`src/rtl/checkin_dispatcher.sv`:
```
// -----------------------------------------------------------------------------
// checkin_dispatcher
//   Queues student arrivals (ID plus timestamp) in a small FIFO and dispatches
//   checkIn, delete (serve) and list commands to a pharmacy memory.
//   Only one command is in flight at a time.
//
//   IDLE arbitration uses fixed priority: serve, then checkIn, then list.
//
// Ports
//   clk, rst              : clock, asynchronous active-high reset
//   arrive_valid/_id      : arrival offer (5-bit student ID)
//   arrive_ready          : FIFO has room (fifo_count < FIFO_DEPTH)
//   serve_req, list_req   : one-cycle request pulses, latched until serviced
//   mem_mode              : 0 list, 1 idle, 2 checkIn, 3 delete
//   mem_studentID         : ID carried by a checkIn command, 0 otherwise
//   mem_checkInTime       : timestamp carried by a checkIn command, 0 otherwise
//   mem_listBusy/ready    : pharmacy memory status
//   occupancy             : entries held in pharmacy memory
//   fifo_count            : entries waiting in the arrival FIFO
//   serve_empty/list_done : one-cycle status pulses
//
// Parameters
//   FIFO_DEPTH : power of two, 2..4 (fifo_count is 3 bits)
//   TICK_DIV   : clock cycles per timestamp tick
//   MEM_CAP    : pharmacy memory capacity (at most 15)
//
// Build option
//   TIME_SATURATE_EN : when defined, the timestamp holds at 255 instead of
//                      wrapping, so the memory's time ordering stays valid.
// -----------------------------------------------------------------------------
module checkin_dispatcher #(
    parameter int FIFO_DEPTH = 4,
    parameter int TICK_DIV   = 4,
    parameter int MEM_CAP    = 10
) (
    input  logic       clk,
    input  logic       rst,
    input  logic       arrive_valid,
    input  logic [4:0] arrive_id,
    output logic       arrive_ready,
    input  logic       serve_req,
    input  logic       list_req,
    output logic [1:0] mem_mode,
    output logic [4:0] mem_studentID,
    output logic [7:0] mem_checkInTime,
    input  logic       mem_listBusy,
    input  logic       mem_ready,
    output logic [3:0] occupancy,
    output logic [2:0] fifo_count,
    output logic       serve_empty,
    output logic       list_done
);

    localparam int PTR_W = $clog2(FIFO_DEPTH);
    localparam int DIV_W = (TICK_DIV > 1) ? $clog2(TICK_DIV) : 1;

    localparam logic [1:0] MODE_LIST  = 2'd0;
    localparam logic [1:0] MODE_IDLE  = 2'd1;
    localparam logic [1:0] MODE_CHKIN = 2'd2;
    localparam logic [1:0] MODE_DEL   = 2'd3;

    typedef enum logic [1:0] {
        S_IDLE           = 2'd0,
        S_ISSUE          = 2'd1,
        S_LIST_WAIT_BUSY = 2'd2,
        S_LIST_WAIT_DONE = 2'd3
    } state_t;

    state_t           state_q, state_d;
    logic [DIV_W-1:0] div_q, div_d;
    logic [7:0]       time_q, time_d;
    logic [4:0]       fifo_id_q [FIFO_DEPTH];
    logic [7:0]       fifo_tm_q [FIFO_DEPTH];
    logic [PTR_W-1:0] wr_ptr_q, rd_ptr_q;
    logic [2:0]       count_q, count_d;
    logic [3:0]       occ_q, occ_d;
    logic             spend_q, spend_d, lpend_q, lpend_d;
    logic [1:0]       mode_q, mode_d;
    logic [4:0]       sid_q, sid_d;
    logic [7:0]       stime_q, stime_d;
    logic             se_q, se_d, ld_q, ld_d;
    logic             push_s, pop_s, spend_clr_s, lpend_clr_s;

    // No same-cycle bypass: readiness depends only on the registered count.
    assign arrive_ready    = (count_q < 3'(FIFO_DEPTH));
    assign push_s          = arrive_valid & arrive_ready;
    assign fifo_count      = count_q;
    assign occupancy       = occ_q;
    assign mem_mode        = mode_q;
    assign mem_studentID   = sid_q;
    assign mem_checkInTime = stime_q;
    assign serve_empty     = se_q;
    assign list_done       = ld_q;

    // Timestamp prescaler and tick counter next state.
    always_comb begin
        div_d  = div_q;
        time_d = time_q;
        if (div_q == DIV_W'(TICK_DIV - 1)) begin
            div_d = {DIV_W{1'b0}};
`ifdef TIME_SATURATE_EN
            if (time_q != 8'hFF) begin
                time_d = time_q + 8'd1;
            end else begin
                time_d = time_q;
            end
`else
            time_d = time_q + 8'd1;
`endif
        end else begin
            div_d = div_q + DIV_W'(1);
        end
    end

    // Timestamp registers.
    always_ff @(posedge clk or posedge rst) begin
        if (rst) begin
            div_q  <= {DIV_W{1'b0}};
            time_q <= 8'd0;
        end else begin
            div_q  <= div_d;
            time_q <= time_d;
        end
    end

    // Arrival FIFO count; a push and pop in the same cycle cancel out.
    always_comb begin
        count_d = count_q + {2'b00, push_s} - {2'b00, pop_s};
    end

    // Arrival FIFO storage and pointers; pointers wrap as FIFO_DEPTH is a power of two.
    always_ff @(posedge clk or posedge rst) begin
        if (rst) begin
            wr_ptr_q <= {PTR_W{1'b0}};
            rd_ptr_q <= {PTR_W{1'b0}};
            count_q  <= 3'd0;
            for (int i = 0; i < FIFO_DEPTH; i++) begin
                fifo_id_q[i] <= 5'd0;
                fifo_tm_q[i] <= 8'd0;
            end
        end else begin
            if (push_s) begin
                fifo_id_q[wr_ptr_q] <= arrive_id;
                fifo_tm_q[wr_ptr_q] <= time_q;
                wr_ptr_q            <= wr_ptr_q + PTR_W'(1);
            end
            if (pop_s) begin
                rd_ptr_q <= rd_ptr_q + PTR_W'(1);
            end
            count_q <= count_d;
        end
    end

    // Dispatcher FSM: arbitration, command formation and occupancy tracking.
    // Command outputs are computed for the next state so they come straight from flops.
    always_comb begin
        state_d     = state_q;
        occ_d       = occ_q;
        pop_s       = 1'b0;
        spend_clr_s = 1'b0;
        lpend_clr_s = 1'b0;
        mode_d      = MODE_IDLE;
        sid_d       = 5'd0;
        stime_d     = 8'd0;
        se_d        = 1'b0;
        ld_d        = 1'b0;
        case (state_q)
            S_IDLE: begin
                if (spend_q) begin
                    spend_clr_s = 1'b1;
                    if (occ_q != 4'd0) begin
                        state_d = S_ISSUE;
                        mode_d  = MODE_DEL;
                        occ_d   = occ_q - 4'd1;
                    end else begin
                        se_d = 1'b1;
                    end
                end else if ((count_q != 3'd0) && (occ_q < 4'(MEM_CAP))) begin
                    pop_s   = 1'b1;
                    state_d = S_ISSUE;
                    mode_d  = MODE_CHKIN;
                    sid_d   = fifo_id_q[rd_ptr_q];
                    stime_d = fifo_tm_q[rd_ptr_q];
                    occ_d   = occ_q + 4'd1;
                end else if (lpend_q) begin
                    if (occ_q != 4'd0) begin
                        state_d = S_LIST_WAIT_BUSY;
                        mode_d  = MODE_LIST;
                    end else begin
                        lpend_clr_s = 1'b1;
                        ld_d        = 1'b1;
                    end
                end else begin
                    state_d = S_IDLE;
                end
            end
            S_ISSUE: begin
                state_d = S_IDLE;
            end
            S_LIST_WAIT_BUSY: begin
                mode_d = MODE_LIST;
                if (mem_listBusy) begin
                    state_d = S_LIST_WAIT_DONE;
                end else begin
                    state_d = S_LIST_WAIT_BUSY;
                end
            end
            S_LIST_WAIT_DONE: begin
                if (!mem_listBusy && mem_ready) begin
                    state_d     = S_IDLE;
                    lpend_clr_s = 1'b1;
                    ld_d        = 1'b1;
                end else begin
                    mode_d = MODE_LIST;
                end
            end
            default: begin
                state_d = S_IDLE;
            end
        endcase
    end

    // Pending flags: a clear in the servicing cycle wins over a new request.
    always_comb begin
        spend_d = spend_clr_s ? 1'b0 : (spend_q | serve_req);
        lpend_d = lpend_clr_s ? 1'b0 : (lpend_q | list_req);
    end

    // FSM state, flags, occupancy and registered memory command outputs.
    always_ff @(posedge clk or posedge rst) begin
        if (rst) begin
            state_q <= S_IDLE;
            occ_q   <= 4'd0;
            spend_q <= 1'b0;
            lpend_q <= 1'b0;
            mode_q  <= MODE_IDLE;
            sid_q   <= 5'd0;
            stime_q <= 8'd0;
            se_q    <= 1'b0;
            ld_q    <= 1'b0;
        end else begin
            state_q <= state_d;
            occ_q   <= occ_d;
            spend_q <= spend_d;
            lpend_q <= lpend_d;
            mode_q  <= mode_d;
            sid_q   <= sid_d;
            stime_q <= stime_d;
            se_q    <= se_d;
            ld_q    <= ld_d;
        end
    end

endmodule

```
`config.mk`:
```
export PLATFORM = sky130hd
export DESIGN_NAME = checkin_dispatcher
export DESIGN_NICKNAME = d
export VERILOG_FILES = /design/src/rtl/checkin_dispatcher.sv
export SDC_FILE = /design/constraint.sdc
export NUM_CORES = 1
export LEC_CHECK = 0
export CAP_MARGIN = 0
export CORE_MARGIN = 4
export CORE_UTILIZATION = 25
export CTS_CLUSTER_SIZE = 10
export DETAILED_ROUTE_END_ITERATION = 8
export PLACE_DENSITY_LB_ADDON = 0.3
export SYNTH_ARGS = -nofsm -noshare
export SYNTH_HDL_FRONTEND = slang
export SYNTH_SLANG_ARGS = --single-unit
```
`constraint.sdc`:
```
create_clock -name clk -period 3.7 [get_ports clk]
set_input_delay 0.37 -clock clk [delete_from_list [all_inputs] [get_ports clk]]
set_output_delay 0.37 -clock clk [all_outputs]
set_load 0.02 [all_outputs]
```
* Word level (Yosys, flattened, before mapping)
Index checks and enable logic that the tools add are counted.
Widths: inputs -> output; s select.
** Word-level totals
- Output and inout bits :: 25
- Word-level logic and storage cells :: 110
- Register bits :: 94
** Operators by class
- Reduce and logical (&&, ||, !) cells :: 10
- Eq/ne operators :: 8
- Bitwise gates (word level) :: 5
- Mux-type cells :: 52
- $lt $le $gt $ge :: 5
- Add/subtract/negate cells :: 8
** Operators with widths (count)
- $mux 8 :: 6
- $bwmux 32 :: 1
- $mux 5 :: 6
- $bwmux 20 :: 1
- $mux 2 :: 10
- $mux 1 :: 18
- $bmux 8 s2 :: 1
- $demux 8 s2 :: 1
- $mux 4 :: 3
- $bmux 5 s2 :: 1
- $demux 5 s2 :: 1
- $add 8x1->8 const B :: 1
- $pmux 2 s4 :: 1
- $add 2x1->2 const B :: 3
- $eq 2x2->1 const B :: 3
- $ge 3x3->1 const B :: 2
- $not 2->3 :: 2
- $pmux 2 s3 :: 1
- $reduce_and 3->1 :: 2
- $add 4x1->4 const B :: 1
- $lt 4x4->1 const B :: 1
- $ne 4x4->1 const B :: 1
- $reduce_bool 4->1 :: 1
- $sub 4x1->4 const B :: 1
- 16 further kinds :: 19

* Longest topological paths before layout
Gate-level depths: netlist of run 1.
- Word-level depth :: 7
- Depth in mapped cells :: 13
- Mapped depth without buffers :: 11

* Least setup slack after synthesis of run 1
No wires, ideal clock.
- Kind :: reg-to-reg
- Start point :: register state_q[0]
- End point :: register count_q[2] (netlist: fifo_count[2])
- Data required time :: 3.568 ns
- Arrival :: 2.450 ns
- Period minus slack after synthesis :: 2.582 ns
- Stages on the path, launching flop included :: 14
- Path buffers :: 2
- Slack :: 1.118 ns
- Library setup time :: 0.132 ns
- Path through :: dfrtp_1 > inv_1 > ha_1 > clkbuf_1 > nand2b_1 > nor3_2 > buf_2 > ha_1 > inv_1 > ha_1 > inv_1 > fa_1 > xnor2_1 > xnor2_1
** Between the ends
- Longest elaborated chain between the ends :: 3
** RTL lines
- start: declaration :: line 69 : state_t state_q, state_d;
- start signal: assignment :: line 242 : state_q <= state_d;
- $logic_not 2->1 :: line 167 : case (state_q)
- $mux 1 :: line 167
- via pop_s :: line 82 : logic push_s, pop_s, spend_clr_s, lpend_clr_s;
- $sub 3x1->3 :: line 128 : count_d = count_q + {2'b00, push_s} - {2'b00, pop_s};
- via count_d[2] :: line 75 : logic [2:0] count_q, count_d;
- end signal: assignment :: line 150 : count_q <= count_d;
- end: declaration :: line 75
The timed path passes the listed nets, and every way through them passes these cells.
A chain may end at the register's enable or synchronous reset.

* Worst setup path in the final report of run 1
- Start point :: register state_q[1]
- End point :: register count_q[2] (netlist: fifo_count[2])
** Between the ends
- Longest elaborated chain between the ends :: 3
** RTL lines (line)
- $logic_not 2->1 :: 167
- $mux 1 :: 167
- $sub 3x1->3 :: 128
- via count_d[2] :: 75
The timed path passes the listed nets, and every way through them passes these cells.

==> results of run 1 <==
-- logic make-up (layout without fill, tap and decap cells) --
| logic type | Yosys count | in the layout |
|---|---|---|
| buffers and inverters | 30 | 71 |
| DFF | 94 | 94 |
| adders and majority gates | 16 | 16 |
| xor gates and xnor gates | 13 | 13 |
| and+or+nand+nor | 51 | 51 |
| AOI/OAI and AO/OA | 23 | 23 |
| muxes | 70 | 70 |
-- cell type report --
cell class                 count  area [µm²]  area share
clock buffer                  12         267      0.0523
multi-input combinational    173        1710       0.335
inverter                      17        65.1      0.0128
clock inverter                 3        42.5     0.00836
sequential                    94        2350       0.462
timing repair buffer          39         383      0.0752
tap                          220         275      0.0541
-- worst paths after layout --
path                            start             to  slack (ns)  cells after the start
max reg2reg                state_q[1]  fifo_count[2]        1.12                     12
min                          div_q[0]       div_q[0]        0.43                      1
max in group asynchronous         rst  fifo_tm_q[21]        2.39                      3
max                        state_q[1]  fifo_count[2]        1.12                     12
min in group asynchronous         rst        lpend_q        0.47                      2
min reg2reg                  div_q[0]       div_q[0]        0.43                      1
-- per-layer routing --
metal | global-route usage | vias up
met3 | 0.0223 | 10
met2 | 0.147 | 30
met5 | 0 | -
met4 | 0.0416 | 0
met1 | 0.126 | 1235
li1 | - | 1118
-- synth_stat cells, types with 7 or more instances --
cell,count,share of area
sky130_fd_sc_hd__dfrtp_1,93,0.56
sky130_fd_sc_hd__mux2_2,54,0.15
sky130_fd_sc_hd__inv_1,17,0.015
sky130_fd_sc_hd__ha_1,14,0.042
sky130_fd_sc_hd__and2_1,13,0.019
sky130_fd_sc_hd__mux4_2,13,0.070
sky130_fd_sc_hd__nand2_1,11,0.0099
sky130_fd_sc_hd__buf_2,8,0.0096
sky130_fd_sc_hd__nor2_1,8,0.0072
sky130_fd_sc_hd__xnor2_1,8,0.017
sky130_fd_sc_hd__a21oi_1,7,0.0084
-- metrics by stage --
step	setup slack, ns	power, µW
3_3_place_gp	1.08	3100
2_1_floorplan	0.883	2660
4_1_cts	1.07	4120
3_5_place_dp	1.06	3150
6_report	1.12	4040
5_1_grt	0.862	4340
-- where the power goes --
part | internal, µW | total (µW) | switching [µW] | leakage (µW)
Sequential | 1360 | 1660 | 293 | 0.00118
Clock | 574 | 944 | 370 | 0.000151
Combinational | 792 | 1440 | 649 | 0.000903
-- critical path, delay by kind of cell, from the launching register on --
family	cells	cell delay, ns
AND/OR/NAND/NOR	2	0.24
XOR/XNOR	2	0.26
flip-flops	1	0.40
buffers and inverters	4	0.44
adder cells (fa/ha/maj)	4	1.10
-- registers in the layout, indices dropped and copies added (netlist names), 3 cells and up --
name             flops
fifo_id_q           20
mem_checkInTime      8
mem_studentID        5
time_q               8
fifo_tm_q           32
fifo_count           3
occupancy            4
==> Implementation_results.wiki, run 1 <==
{| class="wikitable"
! Metric !! Value
|-
| Cts hold-fix bufs || 0
|-
| Ant. Diodes || 0
|-
| Commonest cells after routing, fill and taps aside || 93 x sky130_fd_sc_hd__dfrtp_1, 54 x sky130_fd_sc_hd__mux2_2, 36 x sky130_fd_sc_hd__clkdlybuf4s50_1
|-
| Critical path's slowest cell || sky130_fd_sc_hd__dfrtp_1
|-
| Kind of critical path || reg -> reg
|-
| Distinct cell type count after synthesis || 39
|-
| Global route overflow || 0
|-
| Data arrival time of the worst path || 2.80 ns
|-
| Shortest clock period the worst path allows after layout || 2.58 ns
|-
| Post-cts resize count || 0
|-
| Type of the worst min-delay path || reg -> reg
|-
| Share of flip-flops with an asynchronous set or reset || 1.00
|-
| First-pass DRT Iterations || 4
|-
| Top routing layer in use || met4
|-
| Synth Register Bits || 94
|-
| Worst hold-check slack || 0.429 ns
|-
| Via total after detailed routing || 2393
|-
| Total placed cells including tap cells || 543
|-
| Setup Total Neg Slack || 0 ns
|-
| Row count || 47
|-
| Clock-pin slew on the worst setup and hold paths || 0.06 ns
|-
| Die area || 18900 µm²
|-
| Largest family of logic cells by synthesized area || multiplexers
|-
| Fill cells || 1644
|-
| Post-CTS Setup Bufs || 0
|-
| Top flip-flop cell by instance count after synthesis || sky130_fd_sc_hd__dfrtp_1
|-
| Detail Route Antenna Nets || 0
|-
| Post-Synthesis Net Count || 325
|-
| Leak pwr || 0.00224 µW
|-
| EDFF count, synth || 0
|-
| Fraction of layout cells with a size suffix above 1 || 0.275
|-
| Commonest non-fill, non-tap cell in the layout || sky130_fd_sc_hd__dfrtp_1
|-
| Antenna violations before repair || 0
|-
| Detailed placement HPWL || 5350 µm
|-
| Post-synthesis instance total || 297
|-
| Yosys warns || 0
|-
| Die extent in y || 137 µm
|-
| Slew at the pin closest to its max-slew limit || 0.991 ns
|-
| Kind of capture point of the worst setup path || flip-flop
|-
| Area share of and/or/nand/nor cells after synthesis || 0.0682
|-
| Synthesized cell area || 4180 µm²
|-
| Fmax || 387 MHz
|-
| Multiplexer fraction of the synthesized cell area || 0.223
|-
| Pwr dens || 794 nW/µm²
|-
| Routability cong. || 0.753
|-
| DR WL/cell || 14.6 µm
|-
| TritonCTS clock tree || built
|-
| Total length of routed met2 wires || 3810 µm
|-
| Die X-Extent || 137 µm
|-
| First-pass GRT wire length || 13700 µm
|-
| DRC violation count after routing || 0
|-
| Total length of routed met3 wires || 240 µm
|-
| Post-synthesis compound-gate area fraction || 0.0380
|-
| Vias per inst || 4.29
|-
| Metal-1 WL || 3960 µm
|-
| Initial standard-cell utilization of the core || 0.254
|-
| Largest stage delay on the critical path || 0.40 ns
|-
| Share of the clock period used by the worst path || 0.698
|-
| TritonCTS Buffers || 9
|-
| Clk_lat worst skew || 0.33 ns
|-
| Critical Path Start Type || flip-flop
|-
| Max-slew headroom || 0.339
|-
| Status || completed
|-
| Area added between synthesis and finish || 21.8%
|-
| Placeable Area || 16500 µm²
|-
| Post-route cell area || 5090 µm²
|-
| Number of clock sinks seen by CTS || 94
|-
| Maximum clock skew at final layout || 0.00443 ns
|-
| Overall fraction of global-route tracks in use || 0.0945
|-
| Port buffer count || 36
|-
| Maximum resistive drop on vdd || 0.000322 V
|-
| XOR/XNOR share of the synthesized area || 0.0272
|-
| Aggregate routed wire length || 8130 µm
|-
| Synth Area in Adders || 0.0515
|-
| Final layout net count || 362
|-
| Maximum number of pins on one net before global-route repair || 40
|-
| Sequential share of the synthesized area || 0.563
|-
| Slew Limit Fails || 0
|-
| Via count of the first global-routing pass || 2585
|-
| Hold Fails Final Rpt || 0
|-
| Total of max-cap violations || 0
|-
| CTS H-Tree Depth || 3
|-
| Unrepaired setup endpoints after global routing || no
|-
| Placed cell areas || 4780 µm²
|-
| Total setup violations reported at the end of the flow || 0
|-
| Layout Cells excl Fill || 558
|-
| Worst-path maximum fanout || 16
|-
| End-of-flow core utilization || 0.309
|-
| Top Ports || 37
|-
| Chain of cells forming the critical path || inv_1, ha_1, nand2b_1, nor3_2, buf_4, ha_1, inv_1, ha_1, inv_1, fa_1, xnor2_1, xnor2_1
|-
| Average size of a mapped cell || 14.1 µm²
|-
| Buffer type at the clock tree root || sky130_fd_sc_hd__clkbuf_16
|-
| Iteration-0 DRC Markers || 116
|-
| Worst-case clock buffer depth || 2
|-
| Required arrival time at the worst endpoint || 3.92 ns
|}
Power figures use the tool's default switching activity.
==> inputs of run 2 (changes only) <==
==> constraint.sdc (replaced) <==
create_clock -name clk -period 2.2 [get_ports clk]
set_input_delay 0.22 -clock clk [delete_from_list [all_inputs] [get_ports clk]]
set_output_delay 0.22 -clock clk [all_outputs]
set_load 0.02 [all_outputs]
==> run 2 against run 1 <==
  * Die area unchanged
  * Non-clock buffer count up 17
  * Global-route usage about the same
  * Maximum frequency up 25%
  * Setup slack worse by 0.98 ns
  * Routed wire length about the same
  * Critical path type unchanged
  * Sequential share of layout area down 2.2 points
  * Register-to-register slack worse by 0.98 ns
  * Core utilization up 1.5 points
  * Cell count up 3.2%
  * Clock skew up 0.0046 ns
==> Implementation_results.wiki, run 2 (synthesized netlist as in run 1, its figures left out) <==
{| class="wikitable"
! Metric !! Value
|-
| Area added between synthesis and finish || 27.7%
|-
| Global route overflow || 0
|-
| Total placed cells including tap cells || 560
|-
| TritonCTS clock tree || built
|-
| Fraction of layout cells with a size suffix above 1 || 0.337
|-
| Aggregate routed wire length || 8130 µm
|-
| Top Registers || fifo_tm_q x32, fifo_id_q x20
|-
| Clock-pin slew on the worst setup and hold paths || 0.07 ns
|-
| Layout Cells excl Fill || 576
|-
| DRC violation count after routing || 0
|-
| CTS H-Tree Depth || 3
|-
| Fill cells || 1646
|-
| Slew Limit Fails || 0
|-
| Max-slew headroom || 0.669
|-
| Overall fraction of global-route tracks in use || 0.0941
|-
| Antenna violations before repair || 0
|-
| First-pass GRT wire length || 13600 µm
|-
| Via total after detailed routing || 2442
|-
| Fmax || 485 MHz
|-
| Row count || 47
|-
| Top Ports || 37
|-
| Status || completed
|-
| Vias per inst || 4.24
|-
| Total setup violations reported at the end of the flow || 0
|-
| Placeable Area || 16500 µm²
|-
| Clk_lat worst skew || 0.35 ns
|-
| Initial standard-cell utilization of the core || 0.254
|-
| Final layout net count || 379
|-
| Die X-Extent || 137 µm
|-
| Int Power || 4700 µW
|-
| Detail Route Antenna Nets || 0
|-
| Max reg flops || 32
|-
| Total of max-cap violations || 0
|-
| Via count of the first global-routing pass || 2563
|-
| Relative contribution of combinational cells to total power || 0.420
|-
| Detailed placement HPWL || 5640 µm
|-
| Pwr dens || 1330 nW/µm²
|-
| Sequential fraction of design power || 0.369
|-
| Critical Path Start Type || flip-flop
|-
| Cts hold-fix bufs || 0
|-
| Buffer type at the clock tree root || sky130_fd_sc_hd__clkbuf_16
|-
| Required arrival time at the worst endpoint || 2.42 ns
|-
| Unrepaired setup endpoints after global routing || no
|-
| Share of the clock period used by the worst path || 0.937
|-
| Maximum number of pins on one net before global-route repair || 49
|-
| Ant. Diodes || 0
|-
| Commonest non-fill, non-tap cell in the layout || sky130_fd_sc_hd__dfrtp_1
|-
| Most flop-heavy register || fifo_tm_q
|-
| Leak pwr || 0.00235 µW
|-
| Clock network fraction of design power || 0.211
|-
| Type of the worst min-delay path || in -> async
|-
| Slew at the pin closest to its max-slew limit || 0.495 ns
|-
| Port buffer count || 36
|-
| Number of clock sinks seen by CTS || 94
|-
| DR WL/cell || 14.1 µm
|-
| Power after layout || 7110 µW
|-
| Shortest clock period the worst path allows after layout || 2.06 ns
|-
| Iteration-0 DRC Markers || 126
|-
| Cell depth of the worst flop-to-flop path || 11
|-
| Data arrival time of the worst path || 2.28 ns
|-
| Worst-path maximum fanout || 2
|-
| Kind of critical path || reg -> reg
|-
| Maximum clock skew at final layout || 0.00901 ns
|-
| Kind of capture point of the worst setup path || flip-flop
|-
| Sw Ratio || 0.338
|-
| Worst-case clock buffer depth || 2
|-
| First-pass DRT Iterations || 4
|-
| Die area || 18900 µm²
|-
| TritonCTS Buffers || 9
|-
| Die extent in y || 137 µm
|-
| Hold Fails Final Rpt || 0
|-
| Maximum resistive drop on vdd || 0.000704 V
|-
| Net switching component of the power || 2400 µW
|-
| Commonest cells after routing, fill and taps aside || 93 x sky130_fd_sc_hd__dfrtp_1, 54 x sky130_fd_sc_hd__mux2_2, 36 x sky130_fd_sc_hd__clkdlybuf4s50_1
|-
| Routability cong. || 0.782
|}
-- run 2: cell count changes in the layout (fill, tap and decap cells not counted), sizes merged --
cell,previous run,this run
clkinvlp,1,2
bufinv,1,0
inv,16,20
clkbuf,12,9
buf,3,20
-- run 2: final cells by class --
cell class	count	area [µm²]	share of cell area
repair buffers	56	586	0.110
clock buffers	9	225	0.0422
inverters	17	67.6	0.0126
multi-input cells	173	1770	0.332
flip-flops and latches	94	2350	0.441
well taps	220	275	0.0515
clock inverters	7	61.3	0.0115
-- run 2: path summary, 6_finish.rpt --
path	slack (ns)	start	endpoint
worst min register to register	0.42	div_q[0]	div_q[0]
worst min-delay path	0.25	rst	fifo_tm_q[11]
worst max register to register	0.14	state_q[0]	fifo_count[2]
min in group clk	0.42	div_q[0]	div_q[0]
worst max-delay path	0.14	state_q[0]	fifo_count[2]
max in group asynchronous	1.30	rst	mem_mode[0]
-- run 2: metal layers --
layer  track usage  up-vias  part of all wire
li1              -     1154                 -
met1         0.127     1235              0.48
met2         0.145       42              0.47
met3        0.0270       11             0.040
met4        0.0316        0             0.015
met5             0        -                 0
-- run 2: timing repair --
item | CTS | global route
cloned | 0 | 0
setup buffers | 0 | 0
resized for setup | 0 | 3
endpoints found under the setup margin | 1 | 1
pin swaps | 1 | 0
-- run 2: power by group through the flow --
stage,clock [µW],sequential [µW],combinational (µW)
2_1_floorplan,0,2790,1830
3_3_place_gp,0,2640,2930
3_5_place_dp,0,2660,3000
4_1_cts,1570,2630,3000
5_1_grt,1630,2700,3270
6_report,1500,2620,2990
-- run 2: critical path, cell delays in order (launching register included) --
cell and delay [ns]:
sky130_fd_sc_hd__dfrtp_1 0.38, sky130_fd_sc_hd__inv_1 0.11, sky130_fd_sc_hd__ha_4 0.16, sky130_fd_sc_hd__nand2b_4 0.06
sky130_fd_sc_hd__nor3_4 0.16, sky130_fd_sc_hd__ha_4 0.23, sky130_fd_sc_hd__inv_2 0.06, sky130_fd_sc_hd__ha_4 0.11
sky130_fd_sc_hd__inv_2 0.03, sky130_fd_sc_hd__fa_2 0.35, sky130_fd_sc_hd__xnor2_2 0.15, sky130_fd_sc_hd__xnor2_1 0.12
-- run 2: metrics by stage --
| stage | utilization | cell area (µm²) | hold slack, ns | setup WS, ns | setup TNS [ns] |
|---|---|---|---|---|---|
| finish | 0.324 | 5340 | 0.245 | 0.139 | 0 |
| detailed placement | 0.306 | 5040 | 0.421 | 0.0191 | 0 |
| floorplan | - | 4250 | 0.345 | -0.132 | -0.188 |
| global placement | 0.306 | 5040 | 0.413 | 0.0723 | 0 |
| CTS | 0.323 | 5320 | 0.249 | 0.0414 | 0 |
| global route | 0.324 | 5340 | 0.274 | 0.0409 | 0 |
==> inputs of run 3 (changes only) <==
--- a/config.mk
+++ b/config.mk
@@ -10,7 +10,7 @@
 export CORE_UTILIZATION = 25
 export CTS_CLUSTER_SIZE = 10
 export DETAILED_ROUTE_END_ITERATION = 8
-export PLACE_DENSITY_LB_ADDON = 0.3
+export PLACE_DENSITY = 0.48
 export SYNTH_ARGS = -nofsm -noshare
 export SYNTH_HDL_FRONTEND = slang
 export SYNTH_SLANG_ARGS = --single-unit
==> run 3 against run 2 <==
  * Setup slack gained 0.0038 ns
  * Routed wire length is 4.9% higher
  * Clock-buffer cell count grew 4
  * Cell count decreased by 0.35%
  * Critical path depth is the same
  * Register-to-register slack is essentially flat
  * Combinational power about the same
  * Sequential share of layout area rose by 0.51 points
  * Critical path type unchanged
==> Implementation_results.wiki, run 3 (synthesized netlist as in run 1, its figures left out) <==
{| class="wikitable"
! Metric !! Value
|-
| Status || completed
|-
| Max reg flops || 32
|-
| First-pass GRT wire length || 14300 µm
|-
| Max-slew headroom || 0.702
|-
| Vias per inst || 4.34
|-
| End-of-flow core utilization || 0.321
|-
| Total of max-cap violations || 0
|-
| Hold Fails Final Rpt || 0
|-
| Required arrival time at the worst endpoint || 2.42 ns
|-
| Type of the worst min-delay path || in -> async
|-
| Commonest non-fill, non-tap cell in the layout || sky130_fd_sc_hd__dfrtp_1
|-
| Die extent in y || 137 µm
|-
| DR WL/cell || 14.9 µm
|-
| Share of the clock period used by the worst path || 0.935
|-
| Kind of capture point of the worst setup path || flip-flop
|-
| Placeable Area || 16500 µm²
|-
| Layout Cells excl Fill || 574
|-
| Die X-Extent || 137 µm
|-
| Top Registers || fifo_tm_q x32, fifo_id_q x20
|-
| Fmax || 486 MHz
|-
| Buffer type at the clock tree root || sky130_fd_sc_hd__clkbuf_16
|-
| Critical Path Start Type || flip-flop
|-
| Shortest clock period the worst path allows after layout || 2.06 ns
|-
| Initial standard-cell utilization of the core || 0.254
|-
| Startpoint of the worst register-to-register path || state_q[1]
|-
| Die area || 18900 µm²
|-
| Maximum number of pins on one net before global-route repair || 50
|-
| Worst hold-check slack || 0.244 ns
|-
| Maximum resistive drop on vdd || 0.000514 V
|-
| Row count || 47
|-
| Leak pwr || 0.00232 µW
|-
| Final WS setup || 0.143 ns
|-
| Fraction of layout cells with a size suffix above 1 || 0.328
|-
| Worst-path maximum fanout || 3
|-
| Final layout net count || 379
|-
| Worst-case clock buffer depth || 2
|-
| Cell depth of the worst flop-to-flop path || 11
|-
| Detail Route Antenna Nets || 0
|-
| Slew at the pin closest to its max-slew limit || 0.446 ns
|-
| Via total after detailed routing || 2493
|-
| DRC violation count after routing || 0
|-
| Number of clock sinks seen by CTS || 94
|-
| Routability cong. || 0.761
|-
| Top Ports || 37
|-
| Global route overflow || 0
|-
| Total placed cells including tap cells || 560
|-
| Via count of the first global-routing pass || 2674
|-
| TritonCTS Buffers || 9
|-
| Data arrival time of the worst path || 2.28 ns
|-
| Area added between synthesis and finish || 26.3%
|-
| Port buffer count || 36
|-
| Maximum clock skew at final layout || 0.00374 ns
|-
| Most flop-heavy register || fifo_tm_q
|-
| Aggregate routed wire length || 8530 µm
|-
| Unrepaired setup endpoints after global routing || no
|-
| Slew Limit Fails || 0
|-
| Post-Place Worst Slack || 0.0620 ns
|-
| Total setup violations reported at the end of the flow || 0
|-
| Ant. Diodes || 0
|-
| Cts hold-fix bufs || 0
|-
| Clock-pin slew on the worst setup and hold paths || 0.06 ns
|-
| Clk_lat worst skew || 0.33 ns
|-
| Antenna violations before repair || 0
|-
| Commonest cells after routing, fill and taps aside || 93 x sky130_fd_sc_hd__dfrtp_1, 54 x sky130_fd_sc_hd__mux2_2, 36 x sky130_fd_sc_hd__clkdlybuf4s50_1
|-
| Endpoint of the most critical register-to-register path || fifo_count[2]
|-
| TritonCTS clock tree || built
|-
| First-pass DRT Iterations || 4
|-
| Detailed placement HPWL || 5850 µm
|-
| Kind of critical path || reg -> reg
|-
| Iteration-0 DRC Markers || 111
|-
| CTS H-Tree Depth || 3
|-
| Overall fraction of global-route tracks in use || 0.0990
|-
| Flop2flop setup slack || 0.14 ns
|-
| Pwr dens || 1330 nW/µm²
|-
| Fill cells || 1637
|}
==> run 3: changes by cell type in the layout (fill, tap and decap cells not counted), moves of 2 or more <==
| cell | before | now |
|---|---|---|
| sky130_fd_sc_hd__buf_12 | 6 | 2 |
| sky130_fd_sc_hd__buf_4 | 14 | 18 |
| sky130_fd_sc_hd__clkbuf_8 | 0 | 3 |
| sky130_fd_sc_hd__inv_6 | 2 | 0 |
| sky130_fd_sc_hd__inv_8 | 2 | 0 |
==> run 3: report_power, final <==
part | switching (µW) | internal (µW)
Sequential | 314 | 2300
Combinational | 1390 | 1580
Clock | 611 | 845
Total | 2310 | 4720
==> run 3: worst max-delay path: stages, from the launching register on <==
cell,delay (ns)
sky130_fd_sc_hd__dfrtp_1,0.40
sky130_fd_sc_hd__inv_1,0.13
sky130_fd_sc_hd__ha_4,0.16
sky130_fd_sc_hd__nand2b_4,0.06
sky130_fd_sc_hd__nor3_4,0.16
sky130_fd_sc_hd__ha_4,0.23
sky130_fd_sc_hd__inv_2,0.06
sky130_fd_sc_hd__ha_4,0.11
sky130_fd_sc_hd__inv_2,0.03
sky130_fd_sc_hd__fa_2,0.34
sky130_fd_sc_hd__xnor2_2,0.15
sky130_fd_sc_hd__xnor2_1,0.12
==> run 3: through the flow <==
step | cell area (µm²) | setup TNS (ns) | power, µW
floorplan | 4250 | -0.188 | 4620
global placement | 4990 | 0 | 5550
detailed placement | 4990 | 0 | 5620
CTS | 5260 | 0 | 7120
global route | 5280 | 0 | 7520
finish | 5280 | 0 | 7030
==> run 3: what timing repair did <==
item	CTS	global route
endpoints found under the setup margin	0	1
buffers inserted	0	0
gates resized for setup	0	2
==> run 3: final cells by class <==
cell class	instances	area (µm²)	area share
Timing Repair Buffer	56	536	0.101
Sequential cell	94	2350	0.446
Clock inverter	1	5.00	0.000948
Clock buffer	13	270	0.0512
Tap cell	220	275	0.0521
Inverter	17	67.6	0.0128
Multi-Input combinational cell	173	1770	0.336
==> run 3: how the worst max path moves through the flow <==
stage | start | endpoint | slack [ns] | cells past startpoint
2_1_floorplan | state_q[0] | fifo_count[2] | -0.13 | 13
3_3_place_gp | arrive_valid | fifo_count[2] | 0.09 | 10
3_5_place_dp | state_q[1] | fifo_count[2] | 0.06 | 11
4_1_cts | state_q[1] | fifo_count[2] | 0.04 | 11
5_1_grt | state_q[1] | fifo_count[2] | 0.01 | 11
6_report | state_q[1] | fifo_count[2] | 0.14 | 11
==> run 3: routing by layer <==
layer / vias to the layer above / track usage / part of all wire
met4: 0 / 0.0471 / 0.022
met5: - / 0 / 0
met1: 1292 / 0.128 / 0.46
met3: 14 / 0.0186 / 0.029
li1: 1148 / - / -
met2: 39 / 0.160 / 0.49
